## src/rtl/io_pkg.sv

```systemverilog
// Shared types and constants for the IN/OUT peripheral responder.
// Segment codes are active-low, bit order {g,f,e,d,c,b,a}.
package io_pkg;

  typedef enum logic [1:0] {
    IDLE = 2'd0,
    WAIT = 2'd1,
    ACK  = 2'd2,
    REL  = 2'd3
  } io_state_t;

  localparam logic [6:0] SEG_BLANK = 7'h7F;

  localparam logic [6:0] HEX7SEG [16] = '{
    7'h40, 7'h79, 7'h24, 7'h30, 7'h19, 7'h12, 7'h02, 7'h78,
    7'h00, 7'h10, 7'h08, 7'h03, 7'h46, 7'h21, 7'h06, 7'h0E
  };

  function automatic logic [6:0] hex7seg(input logic [3:0] nibble);
    return HEX7SEG[nibble];
  endfunction

endpackage

```

## src/rtl/io_responder_btn_debounce.sv

```systemverilog
// Enter-button conditioner: 2-flop synchronizer, optional stability filter
// (enabled by IO_DEBOUNCE_EN), and a one-cycle pulse on the debounced rising edge.
module btn_debounce #(
  parameter int DEBOUNCE_CYCLES = 250000
) (
  input  logic clk,
  input  logic reset,
  input  logic btn,
  output logic level,
  output logic press
);

  logic meta_r;
  logic sync_r;
  logic deb_r;
  logic deb_nxt_s;
  logic press_r;

  // Two-flop synchronizer for the asynchronous button
  always_ff @(posedge clk) begin
    if (reset) begin
      meta_r <= 1'b0;
      sync_r <= 1'b0;
    end else begin
      meta_r <= btn;
      sync_r <= meta_r;
    end
  end

`ifdef IO_DEBOUNCE_EN
  localparam int CNT_W = $clog2(DEBOUNCE_CYCLES + 1);
  localparam logic [CNT_W-1:0] CNT_LAST = CNT_W'(DEBOUNCE_CYCLES - 1);
  localparam logic [CNT_W-1:0] CNT_MAX  = {CNT_W{1'b1}};

  logic [CNT_W-1:0] cnt_r;
  logic [CNT_W-1:0] cnt_nxt_s;

  // Level flips on the DEBOUNCE_CYCLES-th consecutive cycle of disagreement
  always_comb begin
    cnt_nxt_s = cnt_r;
    deb_nxt_s = deb_r;
    if (sync_r == deb_r) begin
      cnt_nxt_s = {CNT_W{1'b0}};
    end else if (cnt_r >= CNT_LAST) begin
      deb_nxt_s = sync_r;
      cnt_nxt_s = {CNT_W{1'b0}};
    end else if (cnt_r != CNT_MAX) begin
      cnt_nxt_s = cnt_r + CNT_W'(1);
    end else begin
      cnt_nxt_s = cnt_r;
    end
  end

  // Stability counter register
  always_ff @(posedge clk) begin
    if (reset) begin
      cnt_r <= {CNT_W{1'b0}};
    end else begin
      cnt_r <= cnt_nxt_s;
    end
  end
`else
  // Unfiltered: debounced level follows the synchronizer directly
  always_comb begin
    deb_nxt_s = sync_r;
  end
`endif

  // Debounced level and its rising-edge pulse, aligned to the same edge
  always_ff @(posedge clk) begin
    if (reset) begin
      deb_r   <= 1'b0;
      press_r <= 1'b0;
    end else begin
      deb_r   <= deb_nxt_s;
      press_r <= deb_nxt_s & ~deb_r;
    end
  end

  assign level = deb_r;
  assign press = press_r;

endmodule

```

## src/rtl/io_responder.sv

```systemverilog
// Peripheral responder for IN/OUT: button-entered switch capture with a level
// handshake, and a scanned hex display of the last OUT word. Macro: IO_DEBOUNCE_EN.
module io_responder
  import io_pkg::*;
#(
  parameter int DATA_W          = 32,
  parameter int SW_W            = 16,
  parameter int DEBOUNCE_CYCLES = 250000,
  parameter int REFRESH_CYCLES  = 50000,
  parameter int NUM_DIGITS      = 4
) (
  input  logic                  clk,
  input  logic                  reset,
  input  logic                  in_req,
  output logic                  in_ack,
  output logic [DATA_W-1:0]     in_data,
  input  logic [SW_W-1:0]       sw,
  input  logic                  btn,
  input  logic                  out_req,
  input  logic [DATA_W-1:0]     out_data,
  output logic [6:0]            seg,
  output logic [NUM_DIGITS-1:0] an,
  output logic                  led_wait
);

  localparam int SCAN_W = (REFRESH_CYCLES > 1) ? $clog2(REFRESH_CYCLES) : 1;
  localparam int DIG_W  = (NUM_DIGITS > 1) ? $clog2(NUM_DIGITS) : 1;
  localparam logic [SCAN_W-1:0] SCAN_LAST  = SCAN_W'(REFRESH_CYCLES - 1);
  localparam logic [DIG_W-1:0]  DIGIT_LAST = DIG_W'(NUM_DIGITS - 1);

  logic [SW_W-1:0]       sw_meta_r;
  logic [SW_W-1:0]       sw_sync_r;
  logic                  btn_level_s;
  logic                  press_s;
  io_state_t             state_r;
  io_state_t             state_nxt_s;
  logic                  in_ack_r;
  logic                  in_ack_nxt_s;
  logic [DATA_W-1:0]     in_data_r;
  logic [DATA_W-1:0]     in_data_nxt_s;
  logic                  led_wait_r;
  logic [DATA_W-1:0]     out_latch_r;
  logic [SCAN_W-1:0]     scan_cnt_r;
  logic [DIG_W-1:0]      digit_r;
  logic [3:0]            nibble_s;
  logic [6:0]            seg_r;
  logic [NUM_DIGITS-1:0] an_r;

  btn_debounce #(
    .DEBOUNCE_CYCLES(DEBOUNCE_CYCLES)
  ) u_btn (
    .clk  (clk),
    .reset(reset),
    .btn  (btn),
    .level(btn_level_s),
    .press(press_s)
  );

  // Switch synchronizer
  always_ff @(posedge clk) begin
    if (reset) begin
      sw_meta_r <= {SW_W{1'b0}};
      sw_sync_r <= {SW_W{1'b0}};
    end else begin
      sw_meta_r <= sw;
      sw_sync_r <= sw_meta_r;
    end
  end

  // IN handshake next-state; REL blocks a held button from serving a second IN
  always_comb begin
    state_nxt_s   = state_r;
    in_ack_nxt_s  = in_ack_r;
    in_data_nxt_s = in_data_r;
    case (state_r)
      IDLE: begin
        in_ack_nxt_s = 1'b0;
        if (in_req) state_nxt_s = WAIT;
        else        state_nxt_s = IDLE;
      end
      WAIT: begin
        if (!in_req) begin
          state_nxt_s = IDLE;
        end else if (press_s) begin
          in_data_nxt_s = DATA_W'(sw_sync_r);
          in_ack_nxt_s  = 1'b1;
          state_nxt_s   = ACK;
        end else begin
          state_nxt_s = WAIT;
        end
      end
      ACK: begin
        if (!in_req) begin
          in_ack_nxt_s = 1'b0;
          state_nxt_s  = REL;
        end else begin
          in_ack_nxt_s = 1'b1;
          state_nxt_s  = ACK;
        end
      end
      REL: begin
        in_ack_nxt_s = 1'b0;
        if (!btn_level_s) state_nxt_s = IDLE;
        else              state_nxt_s = REL;
      end
      default: begin
        in_ack_nxt_s = 1'b0;
        state_nxt_s  = IDLE;
      end
    endcase
  end

  // IN handshake registers
  always_ff @(posedge clk) begin
    if (reset) begin
      state_r    <= IDLE;
      in_ack_r   <= 1'b0;
      in_data_r  <= {DATA_W{1'b0}};
      led_wait_r <= 1'b0;
    end else begin
      state_r    <= state_nxt_s;
      in_ack_r   <= in_ack_nxt_s;
      in_data_r  <= in_data_nxt_s;
      led_wait_r <= (state_nxt_s == WAIT);
    end
  end

  // OUT latch; last strobed value wins
  always_ff @(posedge clk) begin
    if (reset) begin
      out_latch_r <= {DATA_W{1'b0}};
    end else if (out_req) begin
      out_latch_r <= out_data;
    end else begin
      out_latch_r <= out_latch_r;
    end
  end

  // Digit slot timer and digit index
  always_ff @(posedge clk) begin
    if (reset) begin
      scan_cnt_r <= {SCAN_W{1'b0}};
      digit_r    <= {DIG_W{1'b0}};
    end else if (scan_cnt_r == SCAN_LAST) begin
      scan_cnt_r <= {SCAN_W{1'b0}};
      digit_r    <= (digit_r == DIGIT_LAST) ? {DIG_W{1'b0}} : digit_r + DIG_W'(1);
    end else begin
      scan_cnt_r <= scan_cnt_r + SCAN_W'(1);
      digit_r    <= digit_r;
    end
  end

  // Nibble of the latch for the active digit
  always_comb begin
    nibble_s = 4'h0;
    for (int i = 0; i < NUM_DIGITS; i++) begin
      if (digit_r == DIG_W'(i)) nibble_s = out_latch_r[4*i +: 4];
      else                      nibble_s = nibble_s;
    end
  end

  // Registered display drive
  always_ff @(posedge clk) begin
    if (reset) begin
      seg_r <= SEG_BLANK;
      an_r  <= {NUM_DIGITS{1'b1}};
    end else begin
      seg_r <= hex7seg(nibble_s);
      an_r  <= ~(NUM_DIGITS'(1) << digit_r);
    end
  end

  assign in_ack   = in_ack_r;
  assign in_data  = in_data_r;
  assign led_wait = led_wait_r;
  assign seg      = seg_r;
  assign an       = an_r;

endmodule
```

## config.mk

```make
export PLATFORM = sky130hd
export DESIGN_NAME = io_responder
export DESIGN_NICKNAME = d
export VERILOG_FILES = /design/src/rtl/io_pkg.sv /design/src/rtl/io_responder_btn_debounce.sv /design/src/rtl/io_responder.sv
export SDC_FILE = /design/constraint.sdc
export NUM_CORES = 1
export LEC_CHECK = 0
export CAP_MARGIN = 10
export CORE_ASPECT_RATIO = 2
export CORE_MARGIN = 5
export CORE_UTILIZATION = 49
export DETAILED_ROUTE_END_ITERATION = 10
export GPL_ROUTABILITY_DRIVEN = 0
export GPL_TIMING_DRIVEN = 0
export PLACE_DENSITY = 0.8
export SYNTH_ARGS = -nofsm -noshare
export SYNTH_HDL_FRONTEND = slang
export SYNTH_SLANG_ARGS = --single-unit
```

## constraint.sdc

```tcl
create_clock -name clk -period 3.2 [get_ports clk]
set_input_delay 0.96 -clock clk [delete_from_list [all_inputs] [get_ports clk]]
set_output_delay 0.96 -clock clk [all_outputs]
set_load 0.005 [all_outputs]
```

==> results.md <==
- The run finished with clean final reports.
- Input and output buffers added on the ports amount to 64.
- Among all flip-flop cells after synthesis, the most frequent one is dfxtp_1.
- The post-synthesis instance total is 406.
- TritonCTS created 9 clock buffers.
- The floorplan has 46 rows.
- The final routed DRC violation total is 0.
- The max-slew violation count is 0.
- The clock network power share is 40.5%.
- By startpoint and endpoint, the worst setup path is classified as flip-flop to flip-flop.
- Dividing the detail-routed wire length by the instance count gives 13.7 um.
- Hold repair after CTS inserted 0 buffers.
- The pre-antenna-repair detailed-routing pass consisted of 4 iterations.
- The final route contains ~3k vias.
- The setup TNS is 0 ps.
- The total die area is 0.0100 mm2.
- The proportion of synthesized chip area in sequential cells is 51.3%.
- The number of cells upsized or downsized after cts is 0.
- The CTS sink count is 101.
- Clock-pin slew was measured on the worst setup and hold paths at 70 ps.
- In this run the horizontal extent of the chip is 73.4 um.
- The internal power of the cells totals 1.99 mW.
- The cell area that synthesis handed to floorplanning was slightly below 0.004 mm2.
- From synthesis to final layout, the design area changed by 28.2%.
- Cells fill between 60 and 70% of the core in the end.
- Entering global routing, the biggest net connects 19 pins.
- The die is between 100 and 150 um tall.
- For the pin with the worst max-slew slack, the measured transition is between 500 and 600 ps.
- Based on the critical path, the design can be clocked at up to 375 MHz.
- The overall fraction of global-route tracks in use is about 18%.
- The worst hold path passes through 2 cells.
- The final setup skew is 7.34 ps.
- The final period utilization is 83.3%.
- The number of H-tree levels is 3.
- The final net count is 564.
- The number of global-route vias before repair is between 3k and 4k.
- The most repeated cell in the gate-level netlist after synthesis is dfxtp_1.
- The worst-case IR drop observed on VDD is roughly 0.32 mV.
- The fraction of post-synthesis cell area in the top cell type by area is 51.3%.
- The share of total power dissipated in combinational logic is 8.2%.
- The placement-stage worst setup slack is 608 ps.
- TritonCTS built the clock tree.
- Setup repair after global routing left no endpoint under its margin.
- In this run the critical register-to-register path is captured at seg[5].
- The first-pass GRT wire length is between 10 and 15 mm.
- Averaged over all synthesized cells, the footprint is 9.71 um2.
- Post-CTS timing repair inserted 0 buffers for setup.
- Counting instances in the post-synthesis netlist gives the leading cell types as 101 x dfxtp_1, 53 x nand2_1, 40 x nor2b_1.
- Summed over all instances, the cell type with the most area after synthesis is dfxtp_1.
- The max-slew headroom at the worst pin is 62.9%.
- The clock reaches the later pin of the worst-skew pair after 340 ps.
- Cells with a size suffix above 1 make up 9.38% of the layout.
- The count of cells in the finished layout, fillers not included, comes to 597.
- The post-route total power is between 2 and 3 mW.
- The worst-case setup margin in the final layout is 533 ps.
- The power spent charging and discharging nets is 0.590 mW.
- Counting cells, the worst reg-to-reg path comes to 10.
- The count of endpoints failing hold in the final timing report is 0.
- The count of different cell masters after synthesis is 47.
- The smallest clock period supported by the final layout is computed as around 2700 ps.
- The area of the core is 0.00789 mm2.
- The worst hold path begins at sw_sync_r[15].
- The async set-reset flop share out of synthesis is 0%.
- The count of antenna-violating nets left after detailed routing is 0.
- Wires add up to 8.20 mm.
- The half-perimeter wire length after detailed placement is about 6.2 mm.
- The path class of the lowest-slack min-delay path is flip-flop to flip-flop.
- By area the synthesized netlist is led by dfxtp_1 51%, nor2b_1 6.3%, mux2i_1 5.3%, nand2_1 5.0%, ha_1 4.8%.
- The initial antenna violation count is 0.
- The register bit count reported by yosys is a little over 100.
- The ratio of total power to cell area is 510 mW/mm2.
- Setup violations remaining at the end of the flow were counted as 0.
- The analysis attributes to cell leakage a power of 2.03 nW.
- The maximum count of clock buffers along a single path is 2.
- The worst endpoint required time is 3410 ps.
- For this block, the initial DRC count from the detailed router was 132.
- The count of warnings emitted by yosys is 0.
- The number of max-cap violations is 0.
- Net switching is 22.9% of the power.
- The worst-case hold path end point is in_data[15].
- The sequential cell fraction of total power is 51.3%.
- The worst setup path is captured at a flip-flop.
- The routed via count divided by cell count is 4.92.
- Along the worst path, the maximum fanout reaches 7.
- The residual overflow from global routing is 0.
- The antenna cell count is 0.
- The worst register-to-register path has a setup slack of 530 ps.
- The number of enable-type register cells in the synthesized netlist is 0.
- The effective utilization at floorplan is around half.
- Pin placement for this block handled 98 I/O pins.
- The critical register-to-register path startpoint is digit_r[0].
- The clock root buffer is clkbuf_16.
- STA puts the critical path data arrival time at ~2900 ps.
- The number of instances in the placed design is 581.
- The kind of start point of the critical path is a flip-flop.
[worst max-delay path by stage]
stage | from | to | cells after the start
finish | digit_r[0] | seg[5] | 10
global route | digit_r[0] | seg[5] | 10
CTS | digit_r[0] | seg[5] | 10
detailed placement | reset | out_latch_r[0] | 4
global placement | reset | in_ack | 4
floorplan | digit_r[0] | seg[5] | 10
[placed cells by master, fill, tap and decap left out, drive strengths merged, types with 2 or more instances in the layout]
master / count
dfxtp: 101
clkdlybuf4s50: 64
nand2: 53
nor2b: 40
nor2: 37
buf: 25
a21oi: 22
mux2i: 21
clkbuf: 20
conb: 16
ha: 15
inv: 13
xor2: 12
nand3: 8
nand4: 5
nand3b: 4
and3: 4
nor3: 4
a31oi: 3
nor3b: 3
clkinv: 3
or2b: 2
and4: 2
and2: 2
xnor2: 2
a311oi: 2
o221ai: 2
mux2: 2
o21ai: 2
o211ai: 2
[metal layers]
layer / GRT usage [%] / share of wire (%)
met5: 0 / 0
met4: 9.78 / 3.2
met3: 4.93 / 5.3
met2: 33.6 / 57
met1: 15.7 / 35
[state kept, by name, summed over array words and instances, names as in the netlist]
| signal | count |
|---|---|
| in_data | 16 |
| an | 4 |
| out_latch_r | 16 |
| sw_sync_r | 16 |
| u_btn.meta_r | 1 |
| state_r | 2 |
| led_wait | 1 |
| u_btn.level | 1 |
| sw_meta_r | 16 |
| u_btn.press | 1 |
| u_btn.deb_nxt_s | 1 |
| seg | 7 |
| in_ack | 1 |
| scan_cnt_r | 16 |
| digit_r | 2 |
[logic make-up after synthesis]
logic type / after synthesis / synth area share (%)
flops: 101 / 51.3
compound gates: 38 / 6.73
fa+ha+maj: 15 / 4.76
buf+inv: 45 / 6.48
xor+xnor: 14 / 3.11
mux: 23 / 5.90
other cells: 1 / 0.0951
simple gates: 169 / 21.6
[power by group through the flow]
| stage | logic, mW | clock network, mW | registers, mW |
|---|---|---|---|
| 6_report | 0.211 | 1.04 | 1.32 |
| 5_1_grt | 0.233 | 1.12 | 1.33 |
| 4_1_cts | 0.212 | 1.07 | 1.32 |
| 3_5_place_dp | 0.210 | 0 | 1.35 |
| 3_3_place_gp | 0.203 | 0 | 1.35 |
| 2_1_floorplan | 0.118 | 0 | 1.35 |
[layout make-up]
cell class / instances / area, um2
fill: 677 / 2830
sequential: 101 / 2020
multi-input combinational: 275 / 1720
timing repair buffer: 64 / 641
clock buffer: 10 / 239
buffer: 35 / 218
tap: 96 / 120
clock inverter: 6 / 53.8
inverter: 10 / 37.5
[stage by stage]
step,cell area (um2),hold slack (ps)
after floorplan,4000,413
after global placement,4760,418
after detailed placement,4760,422
after CTS,5050,438
after global routing,5050,444
final,5050,436
[critical path, stage by stage, from the launching register on]
cell,delay (ps)
dfxtp_1,410
inv_1,90
ha_1,300
or2b_1,190
mux2i_1,120
a31oi_1,460
inv_1,180
ha_1,290
mux2_1,320
nand2_1,100
o211ai_2,90
Power figures use the tool's default switching activity.
